==> config.mk <==
export PLATFORM = sky130hd
export DESIGN_NAME = proc_fetch_unit
export DESIGN_NICKNAME = d
export VERILOG_FILES = /design/src/rtl/proc_fetch_unit.sv
export SDC_FILE = /design/constraint.sdc
export NUM_CORES = 1
export LEC_CHECK = 0
export ABC_AREA = 1
export ABC_CLOCK_PERIOD_IN_PS = 9640
export CORE_ASPECT_RATIO = 1.1
export CORE_MARGIN = 5
export CORE_UTILIZATION = 30
export CTS_CLUSTER_DIAMETER = 150
export DETAILED_ROUTE_END_ITERATION = 10
export REMOVE_ABC_BUFFERS = 1
export SLEW_MARGIN = 20
export SYNTH_ARGS = -nofsm -noshare
export SYNTH_HDL_FRONTEND = slang
export SYNTH_SLANG_ARGS = --single-unit
==> constraint.sdc <==
create_clock -name clk -period 9.64 [get_ports clk]
set_input_delay 1.928 -clock clk [delete_from_list [all_inputs] [get_ports clk]]
set_output_delay 1.928 -clock clk [all_outputs]
set_load 0.01 [all_outputs]
==> src/rtl/proc_fetch_unit.sv <==
// proc_fetch_unit: TinyRV1 F stage. Owns the PC, issues imem requests over
// val/rdy, buffers in-order responses and presents one instruction per cycle
// to D. Redirects flush buffered instructions and retire stale in-flight
// responses through a drop counter.
// Optional feature: define PROC_FETCH_DROP_CNT_EN to add f2d_drop_cnt, a
// saturating count of discarded responses.
module proc_fetch_unit #(
  parameter logic [31:0] RESET_PC     = 32'h0000_0200,
  parameter int          MAX_INFLIGHT = 2
) (
  input  logic        clk,
  input  logic        rst,
  input  logic        c2f_reg_en_F,
  input  logic [1:0]  c2f_pc_sel_F,
  input  logic [31:0] d2f_jal_targ,
  input  logic [31:0] d2f_jr_targ,
  input  logic [31:0] d2f_br_targ,
  output logic        imemreq_val,
  input  logic        imemreq_rdy,
  output logic [31:0] imemreq_addr,
  input  logic        imemresp_val,
  output logic        imemresp_rdy,
  input  logic [31:0] imemresp_data,
  output logic        f2d_val,
  output logic [31:0] f2d_inst,
`ifdef PROC_FETCH_DROP_CNT_EN
  output logic [15:0] f2d_drop_cnt,
`endif
  output logic [31:0] f2d_pc
);

  localparam int PW = (MAX_INFLIGHT > 1) ? $clog2(MAX_INFLIGHT) : 1;
  localparam int CW = $clog2(MAX_INFLIGHT) + 1;
  localparam int OW = CW + 1;
  localparam logic [OW-1:0] MAX_OCC = OW'(MAX_INFLIGHT);

  typedef struct packed {
    logic [31:0] inst;
    logic [31:0] pc;
  } iq_ent_t;

  logic [31:0]                   pc;
  logic [MAX_INFLIGHT-1:0][31:0] pend_pc;
  logic [PW-1:0]                 pend_rd, pend_wr;
  logic [CW-1:0]                 pend_cnt;
  iq_ent_t [MAX_INFLIGHT-1:0]    iq;
  logic [PW-1:0]                 iq_rd, iq_wr;
  logic [CW-1:0]                 iq_cnt;
  logic [CW-1:0]                 drop_cnt;

  logic [OW-1:0] occ;
  logic          redirect, req_fire, resp_fire, drop_hit, enq, deq;
  logic [31:0]   targ;

  // Space is reserved at issue, so the response side never backpressures.
  assign occ          = OW'(pend_cnt) + OW'(iq_cnt);
  assign redirect     = (c2f_pc_sel_F != 2'd0);
  assign imemreq_val  = ~rst & (occ < MAX_OCC) & ~redirect;
  assign imemreq_addr = pc;
  assign imemresp_rdy = 1'b1;
  assign req_fire     = imemreq_val & imemreq_rdy;
  assign resp_fire    = imemresp_val;
  assign drop_hit     = resp_fire & (drop_cnt != '0);
  // A response landing in a redirect cycle is stale as well, so never enqueue it.
  assign enq          = resp_fire & ~drop_hit & ~redirect;
  assign deq          = c2f_reg_en_F & (iq_cnt != '0) & ~redirect;

  assign f2d_val  = (iq_cnt != '0);
  assign f2d_inst = f2d_val ? iq[iq_rd].inst : 32'h0;
  assign f2d_pc   = f2d_val ? iq[iq_rd].pc   : 32'h0;

  // Redirect target select.
  always_comb begin
    targ = pc;
    case (c2f_pc_sel_F)
      2'd1:    targ = d2f_jal_targ;
      2'd2:    targ = d2f_jr_targ;
      2'd3:    targ = d2f_br_targ;
      default: targ = pc;
    endcase
  end

  // PC: redirect wins; otherwise advance on each accepted request.
  always_ff @(posedge clk or posedge rst) begin
    if (rst)           pc <= RESET_PC;
    else if (redirect) pc <= targ;
    else if (req_fire) pc <= pc + 32'd4;
  end

  // Pending-PC FIFO control; entries survive redirects and drain as dropped.
  always_ff @(posedge clk or posedge rst) begin
    if (rst) begin
      pend_rd  <= '0;
      pend_wr  <= '0;
      pend_cnt <= '0;
    end else begin
      if (req_fire)  pend_wr <= pend_wr + 1'b1;
      if (resp_fire) pend_rd <= pend_rd + 1'b1;
      pend_cnt <= pend_cnt + CW'(req_fire) - CW'(resp_fire);
    end
  end

  // Instruction FIFO control; a redirect empties it in one cycle.
  always_ff @(posedge clk or posedge rst) begin
    if (rst) begin
      iq_rd  <= '0;
      iq_wr  <= '0;
      iq_cnt <= '0;
    end else if (redirect) begin
      iq_rd  <= iq_wr;
      iq_cnt <= '0;
    end else begin
      if (enq) iq_wr <= iq_wr + 1'b1;
      if (deq) iq_rd <= iq_rd + 1'b1;
      iq_cnt <= iq_cnt + CW'(enq) - CW'(deq);
    end
  end

  // FIFO storage needs no reset; occupancy counters gate every read.
  always_ff @(posedge clk) begin
    if (req_fire) pend_pc[pend_wr] <= pc;
    if (enq)      iq[iq_wr] <= '{inst: imemresp_data, pc: pend_pc[pend_rd]};
  end

  // Drop counter: on redirect every still-pending response becomes stale,
  // minus the one being discarded right now.
  always_ff @(posedge clk or posedge rst) begin
    if (rst)           drop_cnt <= '0;
    else if (redirect) drop_cnt <= pend_cnt - CW'(resp_fire);
    else if (drop_hit) drop_cnt <= drop_cnt - 1'b1;
  end

`ifdef PROC_FETCH_DROP_CNT_EN
  logic [15:0] drop_tot;
  logic        discard;

  assign discard      = resp_fire & (drop_hit | redirect);
  assign f2d_drop_cnt = drop_tot;

  // Saturating count of every discarded response.
  always_ff @(posedge clk or posedge rst) begin
    if (rst)                                  drop_tot <= '0;
    else if (discard && drop_tot != 16'hFFFF) drop_tot <= drop_tot + 16'd1;
  end
`endif

endmodule
Word level (Yosys, flattened, before mapping):

Index checks and enable logic that the tools add are counted.

* register bits after elaboration: 234
* bits of input ports: 135
* logic and storage cells: 78

* $add $sub $neg: 12
* magnitude comparators: 7
* equality and inequality tests: 4
* multiplexer cells: 20
* bitwise operators: 11
* reductions and logical operators: 10

Operator list (count)
* 32-bit two-way mux: 7
* 64-bit two-way mux: 3
* 128-bit bitwise mux: 1
* 32-bit case mux with 3 select lines: 1
* 64-bit bitwise mux: 1
* 64-bit demux with 1-bit select: 1
* 32-bit by 3-bit adder with 32-bit output (second input constant): 1
* 32-bit demux with 1-bit select: 1
* 2-bit nonzero test: 6
* 1-bit AND: 8
* 1-bit by 2-bit less-than comparator with 1-bit output (second input constant): 4
* 2-bit two-way mux: 3
* 2-bit by 1-bit subtractor with 2-bit output: 3
* 1-bit adder (second input constant): 4
* 2-bit by 1-bit adder with 2-bit output: 2
* 2-bit equality test (second input constant): 2
* 4-bit by 1-bit inequality test with 1-bit output (second input constant): 1
* 2-bit AND reduction: 2
* 2-bit by 2-bit adder with 3-bit output: 1
* 3-bit by 2-bit less-than comparator with 1-bit output (second input constant): 1
* 1-bit inverter: 3
* 2-bit by 1-bit equality test with 1-bit output (second input constant): 1
* 1-bit greater-or-equal comparator (second input constant): 2
* 1-bit logical AND: 2
* other kinds (2): 3

Longest topological paths before layout:

Gate-level depths: netlist (run 1).

* depth after elaboration: 8
* gate-level depth with buffers: 13

Worst setup path before layout (run 1):

OpenSTA, ideal clock, no wires.

* kind: input port to flip-flop
* start point: input port c2f_pc_sel_F[1]
* end point: register iq[0] in the netlist's numbering, enable pin
* setup time: 0.487 ns
* data arrival time: 5.014 ns
* data required time: 9.153 ns
* path slack: 4.139 ns
* cell stages on the path: 3
* buffers on the path: 0
* cell sequence: nor2_4 > nand3_1 > nor2_1

* longest elaborated chain between the ends: 3

Ends and longest elaborated chain
* from (decl): line 14 `input logic [1:0] c2f_pc_sel_F,`
* 2-bit nonzero test: line 57 `assign redirect = (c2f_pc_sel_F != 2'd0);`
* 1-bit inverter (no line)
* 1-bit AND: line 65 `assign enq = resp_fire & ~drop_hit & ~redirect;`
* to (signal, indexed assignment): line 122 `if (enq) iq[iq_wr] <= '{inst: imemresp_data, pc: pend_pc[pend_rd]};`
* to (decl): line 46 `iq_ent_t [MAX_INFLIGHT-1:0] iq;`

Every way passes these cells.
A chain may end at the register's enable or synchronous reset.

Final worst setup path (run 1):

* start point: input port rst
* end point: output port imemreq_val

* longest elaborated chain between the ends: 3

Ends and longest elaborated chain
* from (decl): line 12 `input logic rst,`
* 1-bit inverter: line 58 `assign imemreq_val = ~rst & (occ < MAX_OCC) & ~redirect;`
* 1-bit AND (2 in series): line 58
* to (decl): line 18 `output logic imemreq_val,`

Every way passes these cells.

==> flow_metrics.env, run 1 <==
export IMPL_outcome="finished clean"
export IMPL_global_route_wire_length_before_repair_mm=43.7
export IMPL_net_count_final=1361
export IMPL_critPathKind="in2out"
export IMPL_numPortBuffers=232
export IMPL_standby_leakage_power_nw=5.20
export IMPL_area_added_between_synthesis_and_finish_pct=34.4
export IMPL_final_max_slew_viol_count=0
export IMPL_ctsResizeCount=0
export IMPL_path_clk_slew_ns=0.06
export IMPL_number_of_flops_mapped_to_enable_cells_by_yosys=192
export IMPL_cp_end_kind="primary output"
export IMPL_finalWeightedCongestion=0.828
export IMPL_postRouteWirelength_mm=28.2
export IMPL_htree_num_levels=1
export IMPL_chipWidth_um=188
export IMPL_critical_path_startpoint_type="input pin"
export IMPL_post_synth_inst_count=996
export IMPL_vias=7792
export IMPL_cts_root_to_sink_buffers=3
export IMPL_dieArea_um2=38600
export IMPL_timing_hold_worst_path_depth=1
export IMPL_fin_setup_tns_ns=0
export IMPL_timing_final_crit_share_pct=61.0
export IMPL_syn_mean_instance_area_um2=10.5
export IMPL_vdd_ir_drop_max_mv=0.0958
export IMPL_netlist_top_cells_area="edfxtp_1 (55%), nand2_1 (12%), dfrtp_1 (9.8%)"
export IMPL_timing_worst_slew_pin_value_ns=0.980
export IMPL_grt_pass1_vias=7821
export IMPL_fmax_mhz=170
export IMPL_period_needed_ns=5.88
export IMPL_drt_pass_1_iters=5
export IMPL_hold_path_class="reg2reg"
export IMPL_postRouteAntennaNets=0
export IMPL_routed_wire_per_std_cell_um=16.8
export IMPL_instances_no_fill=1674
export IMPL_grt_use_total_pct=14.1
export IMPL_finalClockSkew_ns=0.0104
export IMPL_clockRootBuffer="clkbuf_16"
export IMPL_cts_tree="built"
export IMPL_crit_arrival_ns=3.95
export IMPL_drt_iter0_drc=404
export IMPL_design_portCount=234
export IMPL_cts_sinks=234
export IMPL_finalSetupViolCount=0
export IMPL_drcViolationCount=0
export IMPL_yosysUniqueCellTypes=36
export IMPL_hold_viol_final=0
export IMPL_insertion_delay_ns=0.51
export IMPL_dpl_cell_count=1629
export IMPL_die_y_extent_um=205
export IMPL_critPathMaxFanout=43
export IMPL_rsz0062_at_grt="false"
export IMPL_crit_required_ns=7.71
export IMPL_floorplan_initialDensity_pct=30.4
export IMPL_coreArea_um2=34300
export IMPL_worstRegToRegCells=8
export IMPL_worst_slew_margin_rel_pct=34.7
export IMPL_cts_made_buffers=25
export IMPL_drive_gt1_share_pct=8.09
export IMPL_globalRoute_totalOverflow=0
export IMPL_post_drt_via_cell_ratio=4.65
export IMPL_synth_async_sr_flop_share_pct=17.9
export IMPL_maxCapViolCount=0
export IMPL_grt_max_degree=67
export IMPL_synth_sequential_area_ratio_pct=65.4
export IMPL_antenna_cells_inserted=0
export IMPL_synth_top_cell_area_share_pct=55.3
export IMPL_detailedPlacementHpwl_mm=19.2
export IMPL_dp_slack_ns=3.65
export IMPL_layout_setup_ws_ns=3.76
export IMPL_antenna_found_initial=0
export IMPL_pwr_density_cell_nw_per_um2=196
export IMPL_yosysWarningCount=0
export IMPL_dominantRegCellSynth="edfxtp_1"
export IMPL_post_cts_hold_buffer_count=0
export IMPL_synth_seq_cells=234
export IMPL_placementRows=71
export IMPL_cts_setup_buffers=0
export IMPL_post_synth_instance_area_um2=10400
export IMPL_post_synth_top_area_cell="edfxtp_1"
==> where the power goes <==
part / internal, mW / switching (mW)
sequential: 1.19 / 0.0639
combinational: 0.224 / 0.315
clock: 0.570 / 0.378
==> final timing paths <==
| check | from | end | slack (ns) |
|---|---|---|---|
| max in group asynchronous | rst | iq_rd | 7.03 |
| worst min register to register | pend_rd | pend_rd | 0.52 |
| worst max register to register | iq_cnt[0] | pend_pc[22] | 6.67 |
| worst min-delay path | pend_rd | pend_rd | 0.52 |
| min in group asynchronous | rst | pend_rd | 1.95 |
| worst max-delay path | rst | imemreq_val | 3.76 |
==> placed cells by master, fill, tap and decap left out, types with 3 or more instances in the layout <==
master,netlist,final
clkinv_2,0,7
clkbuf_1,25,4
inv_2,3,4
nand4_1,3,3
xor2_1,6,6
a31oi_1,3,3
a21oi_1,89,89
nor2_4,2,7
clkbuf_16,0,25
edfxtp_1,192,192
buf_4,3,9
clkinv_1,0,3
mux2_2,32,32
inv_1,55,54
nor2_2,2,3
nor2_1,60,54
dfrtp_1,41,40
bufinv_16,0,3
nand3_1,62,62
xnor2_1,6,6
ha_1,7,7
o21ai_1,5,5
clkdlybuf4s50_1,0,232
nand2_1,326,326
o21ai_0,37,37
==> logic make-up (layout without fill, tap and decap cells) <==
| family | Yosys count | after routing | share of synthesized area (%) |
|---|---|---|---|
| mux | 32 | 32 | 3.46 |
| xor+xnor | 12 | 12 | 1.01 |
| buf+inv | 105 | 345 | 4.11 |
| compound gates | 141 | 141 | 7.03 |
| fa+ha+maj | 8 | 8 | 1.03 |
| simple gates | 463 | 463 | 17.9 |
| flops | 234 | 234 | 65.4 |
| other cells | 1 | 1 | 0.0360 |
==> critical path: stages <==
cell	delay, ns
clkdlybuf4s50_1	0.41
inv_2	0.68
nand2_1	0.20
nor2_4	0.16
clkdlybuf4s50_1	0.55
==> metal layers <==
metal / GRT usage [%] / share of wire (%) / vias up
met5: 0 / 0 / -
li1: - / - / 3827
met2: 24.7 / 50 / 197
met3: 2.31 / 4.6 / 36
met4: 3.51 / 1.8 / 0
met1: 18.4 / 44 / 3732
==> final cells by class <==
type                       instances  area [µm²]
fill                            3308       20300
multi-input combinational        657        3210
clock buffer                      31         668
clock inverter                    14         145
sequential                       234        6820
inverter                          59         224
timing repair buffer             241        2390
tap                              438         548
==> stage by stage <==
| stage | utilization, % | hold slack [ns] | cell area, µm² | power [mW] |
|---|---|---|---|---|
| after floorplan | - | 0.501 | 10200 | 1.57 |
| after global placement | 38.5 | 0.491 | 13200 | 1.81 |
| after detailed placement | 38.5 | 0.502 | 13200 | 1.83 |
| after CTS | 40.8 | 0.512 | 14000 | 2.78 |
| after global routing | 40.8 | 0.516 | 14000 | 2.88 |
| final | 40.8 | 0.516 | 14000 | 2.74 |
==> synth_stat cells, types with 3 or more instances <==
master    instances
buf_4             3
clkbuf_1         25
nand4_1           3
nor2_1           60
nand3_1          62
o21ai_0          37
inv_2             3
nand2_1         326
ha_1              7
buf_1             7
xnor2_1           6
dfrtp_1          41
edfxtp_1        192
buf_2            10
o21ai_1           5
mux2_2           32
xor2_1            6
inv_1            55
a31oi_1           3
a21oi_1          89
==> registers in the layout, summed over array words and instances, names as in the netlist <==
name,count
iq_cnt,2
imemreq_addr,32
pend_pc,64
iq_rd,1
iq,128
pend_wr,1
pend_cnt,2
iq_wr,1
drop_cnt,2
pend_rd,1
Note: power is estimated with default switching activity, not from simulation.
==> run 2: changes to the inputs <==
--- a/config.mk
+++ b/config.mk
@@ -6,7 +6,7 @@
 export NUM_CORES = 1
 export LEC_CHECK = 0
 export ABC_AREA = 1
-export ABC_CLOCK_PERIOD_IN_PS = 9640
+export ABC_CLOCK_PERIOD_IN_PS = 4900
 export CORE_ASPECT_RATIO = 1.1
 export CORE_MARGIN = 5
 export CORE_UTILIZATION = 30
==> constraint.sdc (replaced) <==
create_clock -name clk -period 4.9 [get_ports clk]
set_input_delay 0.98 -clock clk [delete_from_list [all_inputs] [get_ports clk]]
set_output_delay 0.98 -clock clk [all_outputs]
set_load 0.01 [all_outputs]
==> run 2 against run 1 <==
Compared with the run above: combinational power rose by 95%; sequential power up 98%; clock-buffer cell count shrank 2; non-clock buffer count increased by 7; critical path depth increased by 1; clock skew is 0.0060 ns higher; sequential cell count is the same; final cell count grew 0.42%.
==> flow_metrics.env, run 2 (synthesis gave the netlist of run 1 again) <==
export IMPL_critical_path_startpoint_type="input pin"
export IMPL_layout_setup_ws_ns=1.10
export IMPL_gr_util_met1_pct=18.7
export IMPL_numPortBuffers=232
export IMPL_critPathMaxFanout=28
export IMPL_crit_required_ns=3.92
export IMPL_insertion_delay_ns=0.51
export IMPL_vias=7744
export IMPL_worst_slew_margin_rel_pct=40.1
export IMPL_final_max_slew_viol_count=0
export IMPL_dieArea_um2=38600
export IMPL_drcViolationCount=0
export IMPL_hold_path_class="reg2reg"
export IMPL_ctsResizeCount=0
export IMPL_grt_pass1_vias=7938
export IMPL_pwr_density_cell_nw_per_um2=390
export IMPL_outcome="finished clean"
export IMPL_coreArea_um2=34300
export IMPL_post_cts_hold_buffer_count=0
export IMPL_post_drt_via_cell_ratio=4.61
export IMPL_vdd_ir_drop_max_mv=0.233
export IMPL_finalSetupViolCount=0
export IMPL_crit_path_end="imemreq_val"
export IMPL_finalClockSkew_ns=0.0165
export IMPL_timing_rr_start="iq_cnt[0]"
export IMPL_fmax_mhz=263
export IMPL_period_needed_ns=3.80
export IMPL_detailedPlacementHpwl_mm=19.8
export IMPL_r2r_end="imemreq_addr[31]"
export IMPL_antenna_found_initial=0
export IMPL_grt_max_degree=49
export IMPL_maxCapViolCount=0
export IMPL_grt_use_total_pct=14.5
export IMPL_routed_wire_per_std_cell_um=17.1
export IMPL_postRouteAntennaNets=0
export IMPL_design_portCount=234
export IMPL_worstRegToRegCells=12
export IMPL_htree_num_levels=1
export IMPL_hold_viol_final=0
export IMPL_cts_tree="built"
export IMPL_clockRootBuffer="clkbuf_16"
export IMPL_fin_setup_tns_ns=0
export IMPL_met2_usage_pct=25.4
export IMPL_die_y_extent_um=205
export IMPL_placementRows=71
export IMPL_area_added_between_synthesis_and_finish_pct=35.5
export IMPL_grt_busiest_layer="met2"
export IMPL_timing_worst_slew_pin_value_ns=0.897
export IMPL_drt_iter0_drc=367
export IMPL_net_count_final=1368
export IMPL_rsz0062_at_grt="false"
export IMPL_cts_setup_buffers=0
export IMPL_crit_path_start="c2f_pc_sel_F[0]"
export IMPL_postRouteWirelength_mm=28.7
export IMPL_antenna_cells_inserted=0
export IMPL_worst_r2r_setup_slack_ns=2.12
export IMPL_most_common_cell_after_layout_fill_and_taps_aside="nand2_1"
export IMPL_cp_end_kind="primary output"
export IMPL_chipWidth_um=188
export IMPL_cts_sinks=234
export IMPL_crit_path_cell_trace="clkdlybuf4s50_1, nor2_4, buf_4, inv_4, nor2_4, clkdlybuf4s50_1"
export IMPL_largest_register="iq"
export IMPL_crit_path_max_incr_delay_ns=0.58
export IMPL_dp_slack_ns=1.11
export IMPL_cts_made_buffers=25
export IMPL_finalWeightedCongestion=0.840
export IMPL_global_route_wire_length_before_repair_mm=44.5
export IMPL_timing_critical_path_slowest_stage_cell="clkdlybuf4s50_1"
export IMPL_path_clk_slew_ns=0.06
export IMPL_grt_met3_usage_pct=2.61
export IMPL_critPathKind="in2out"
export IMPL_globalRoute_totalOverflow=0
export IMPL_timing_hold_worst_path_depth=2
export IMPL_drt_pass_1_iters=4
export IMPL_cts_root_to_sink_buffers=3
export IMPL_floorplan_initialDensity_pct=30.4
export IMPL_layout_common_cells="nand2_1 (326), clkdlybuf4s50_1 (232), edfxtp_1 (192)"
export IMPL_flip_flop_count_of_the_largest_register_all_copies_and_words_added=128
export IMPL_standby_leakage_power_nw=5.26
export IMPL_drive_gt1_share_pct=8.69
export IMPL_crit_arrival_ns=2.82
export IMPL_timing_final_crit_share_pct=77.6
-- run 2: layer usage --
layer | vias up | part of all wire (%)
met5 | - | 0
li1 | 3836 | -
met4 | 0 | 2.0
met1 | 3646 | 44
met3 | 35 | 5.3
met2 | 227 | 49
-- run 2: metrics by stage --
stage          utilization, %  cell area, µm²  std cells  hold slack (ns)  power (mW)
3_3_place_gp             38.7           13300       1636            0.520        3.59
4_1_cts                  41.2           14100       1681            0.547        5.58
3_5_place_dp             38.7           13300       1636            0.533        3.62
5_1_grt                  41.2           14100       1681            0.571        5.79
2_1_floorplan               -           10200        950            0.501        3.08
6_report                 41.2           14100       1681            0.549        5.51
-- run 2: worst max-delay path, delay by kind of cell --
family                 cells  cell delay (ns)
AND/OR/NAND/NOR            2             0.28
buffers and inverters      4             1.56
-- run 2: where the power goes --
part,internal [mW],switching (mW),leakage [nW]
Clock,1.20,0.757,0.425
Sequential,2.35,0.151,2.22
Combinational,0.450,0.604,2.62
-- run 2: worst min path at each step --
stage                          startpoint               to  slack [ns]
after floorplan               pend_cnt[0]      pend_cnt[0]        0.50
after global placement    imemreq_addr[9]  imemreq_addr[9]        0.52
after detailed placement  imemreq_addr[1]       pend_pc[1]        0.53
after CTS                 imemreq_addr[9]  imemreq_addr[9]        0.55
after global routing      imemreq_addr[9]  imemreq_addr[9]        0.57
final                     imemreq_addr[9]  imemreq_addr[9]        0.55
-- run 2: final cells by class --
| cell class | instances | area [µm²] |
|---|---|---|
| clock inverter | 16 | 214 |
| tap | 438 | 548 |
| multi-input combinational | 657 | 3220 |
| inverter | 59 | 224 |
| timing repair buffer | 248 | 2450 |
| clock buffer | 29 | 641 |
| fill | 3257 | 20200 |
| sequential | 234 | 6820 |
==> run 3: changes to the inputs <==
--- a/config.mk
+++ b/config.mk
@@ -6,7 +6,7 @@
 export NUM_CORES = 1
 export LEC_CHECK = 0
 export ABC_AREA = 1
-export ABC_CLOCK_PERIOD_IN_PS = 4900
+export ABC_CLOCK_PERIOD_IN_PS = 3470
 export CORE_ASPECT_RATIO = 1.1
 export CORE_MARGIN = 5
 export CORE_UTILIZATION = 30
==> constraint.sdc (replaced) <==
create_clock -name clk -period 3.47 [get_ports clk]
set_input_delay 0.694 -clock clk [delete_from_list [all_inputs] [get_ports clk]]
set_output_delay 0.694 -clock clk [all_outputs]
set_load 0.01 [all_outputs]
==> run 3 against run 2 <==
Compared with the run above: wire length down 0.55%; register-to-register slack worse by 1.3 ns; setup slack worse by 0.78 ns; final area about the same; final cell count up 0.18%; sequential share of layout area about the same; sequential cell count unchanged; clock skew about the same; clock power up 22%; non-clock buffer count up 4; first-iteration DRC count down 21%.
==> flow_metrics.env, run 3 (synthesis gave the netlist of run 1 again) <==
export IMPL_pwr_density_cell_nw_per_um2=526
export IMPL_drt_pass_1_iters=5
export IMPL_share_comb_of_total_power_pct=20.8
export IMPL_crit_arrival_ns=2.46
export IMPL_drcViolationCount=0
export IMPL_detailedPlacementHpwl_mm=19.9
export IMPL_drt_iter0_drc=291
export IMPL_critPathMaxFanout=66
export IMPL_critPathKind="reg2out"
export IMPL_critical_path_startpoint_type="flip-flop"
export IMPL_timing_hold_worst_path_depth=1
export IMPL_placementRows=71
export IMPL_cts_made_buffers=25
export IMPL_fmax_mhz=317
export IMPL_internal_power_mw=5.31
export IMPL_postRouteWirelength_mm=28.5
export IMPL_flip_flop_count_of_the_largest_register_all_copies_and_words_added=128
export IMPL_cp_end_kind="primary output"
export IMPL_vias=7724
export IMPL_largest_register="iq"
export IMPL_outcome="finished clean"
export IMPL_worstRegToRegCells=12
export IMPL_htree_num_levels=1
export IMPL_die_y_extent_um=205
export IMPL_power_mw=7.41
export IMPL_finalSetupViolCount=0
export IMPL_maxCapViolCount=0
export IMPL_p_switching_mw=2.11
export IMPL_floorplan_initialDensity_pct=30.4
export IMPL_path_clk_slew_ns=0.06
export IMPL_grt_pass1_vias=7676
export IMPL_cts_setup_buffers=0
export IMPL_period_needed_ns=3.15
export IMPL_final_max_slew_viol_count=0
export IMPL_global_route_wire_length_before_repair_mm=44.0
export IMPL_rsz0062_at_grt="false"
export IMPL_globalRoute_totalOverflow=0
export IMPL_design_portCount=234
export IMPL_cts_tree="built"
export IMPL_worst_slew_margin_rel_pct=44.3
export IMPL_most_common_cell_after_layout_fill_and_taps_aside="nand2_1"
export IMPL_insertion_delay_ns=0.52
export IMPL_antenna_found_initial=0
export IMPL_chipWidth_um=188
export IMPL_vdd_ir_drop_max_mv=0.285
export IMPL_post_cts_hold_buffer_count=0
export IMPL_clkPwrFrac_pct=32.2
export IMPL_routed_wire_per_std_cell_um=16.9
export IMPL_finalClockSkew_ns=0.0163
export IMPL_clockRootBuffer="clkbuf_16"
export IMPL_seq_power_share_pct=47.0
export IMPL_ctsResizeCount=0
export IMPL_switching_power_as_a_share_of_total_power_pct=28.4
export IMPL_standby_leakage_power_nw=5.24
export IMPL_grt_max_degree=67
export IMPL_net_count_final=1372
export IMPL_dieArea_um2=38600
export IMPL_instances_no_fill=1684
export IMPL_area_added_between_synthesis_and_finish_pct=35.4
export IMPL_post_route_util_pct=41.1
export IMPL_grt_use_total_pct=14.4
export IMPL_layout_common_cells="nand2_1 (326), clkdlybuf4s50_1 (232), edfxtp_1 (192)"
export IMPL_hold_viol_final=0
export IMPL_timing_final_crit_share_pct=90.9
export IMPL_dpl_cell_count=1640
export IMPL_drive_gt1_share_pct=8.59
export IMPL_numPortBuffers=232
export IMPL_post_drt_via_cell_ratio=4.59
export IMPL_cts_sinks=234
export IMPL_antenna_cells_inserted=0
export IMPL_cts_root_to_sink_buffers=3
export IMPL_finalWeightedCongestion=0.821
export IMPL_finalHoldWorstSlack_ns=0.477
export IMPL_crit_required_ns=2.78
export IMPL_hold_path_class="reg2reg"
export IMPL_coreArea_um2=34300
export IMPL_postRouteAntennaNets=0
export IMPL_timing_worst_slew_pin_value_ns=0.836
-- run 3: changes by cell type in the layout (fill, tap and decap cells not counted), moves of 3 or more --
cell       delta
buf_12        +8
clkbuf_1      +3
buf_4         -4
bufinv_16     -5
-- run 3: worst paths after layout --
path,from,end,slack (ns)
max in group asynchronous,rst,iq_rd,2.37
min,pend_rd,pend_rd,0.48
max,iq_rd,f2d_pc[28],0.32
min reg2reg,pend_rd,pend_rd,0.48
max reg2reg,iq_cnt[0],imemreq_addr[31],0.80
min in group asynchronous,rst,iq_cnt[0],0.67
-- run 3: area by class of cell --
| class | instances | area, µm² |
|---|---|---|
| sequential | 234 | 6820 |
| clock inverter | 11 | 53.8 |
| multi-input combinational | 657 | 3210 |
| timing repair buffer | 252 | 2580 |
| fill | 3264 | 20200 |
| tap | 438 | 548 |
| inverter | 59 | 224 |
| clock buffer | 33 | 666 |
-- run 3: through the flow --
step,setup slack (ns),cell area (µm²),setup TNS (ns)
after global placement,0.585,13400,0
final,0.316,14100,0
after detailed placement,0.479,13400,0
after global routing,0.132,14100,0
after floorplan,-0.925,10200,-157.52
after CTS,0.294,14100,0
-- run 3: routing by layer --
layer  part of all wire, %  GRT usage, %  routed length, µm  up-vias
met3                   4.6          2.34               1320       35
met5                     0             0                  0        -
li1                      -             -                  -     3839
met4                   1.7          3.54                478        0
met1                    45          19.1              12700     3646
met2                    49          24.9              14000      204
-- run 3: power groups by stage --
stage                     Clock [mW]  Sequential, mW  Combinational, mW
final                           2.39            3.48               1.55
after global routing            2.58            3.50               1.73
after CTS                       2.47            3.48               1.58
after detailed placement           0            3.54               1.58
after global placement             0            3.53               1.55
after floorplan                    0            3.61              0.743
-- run 3: worst max-delay path, stage by stage, from the launching register on --
cell and delay [ns]:
dfrtp_2 0.36, buf_4 0.60, nand2_1 0.10, a21oi_1 0.22, clkdlybuf4s50_1 0.57
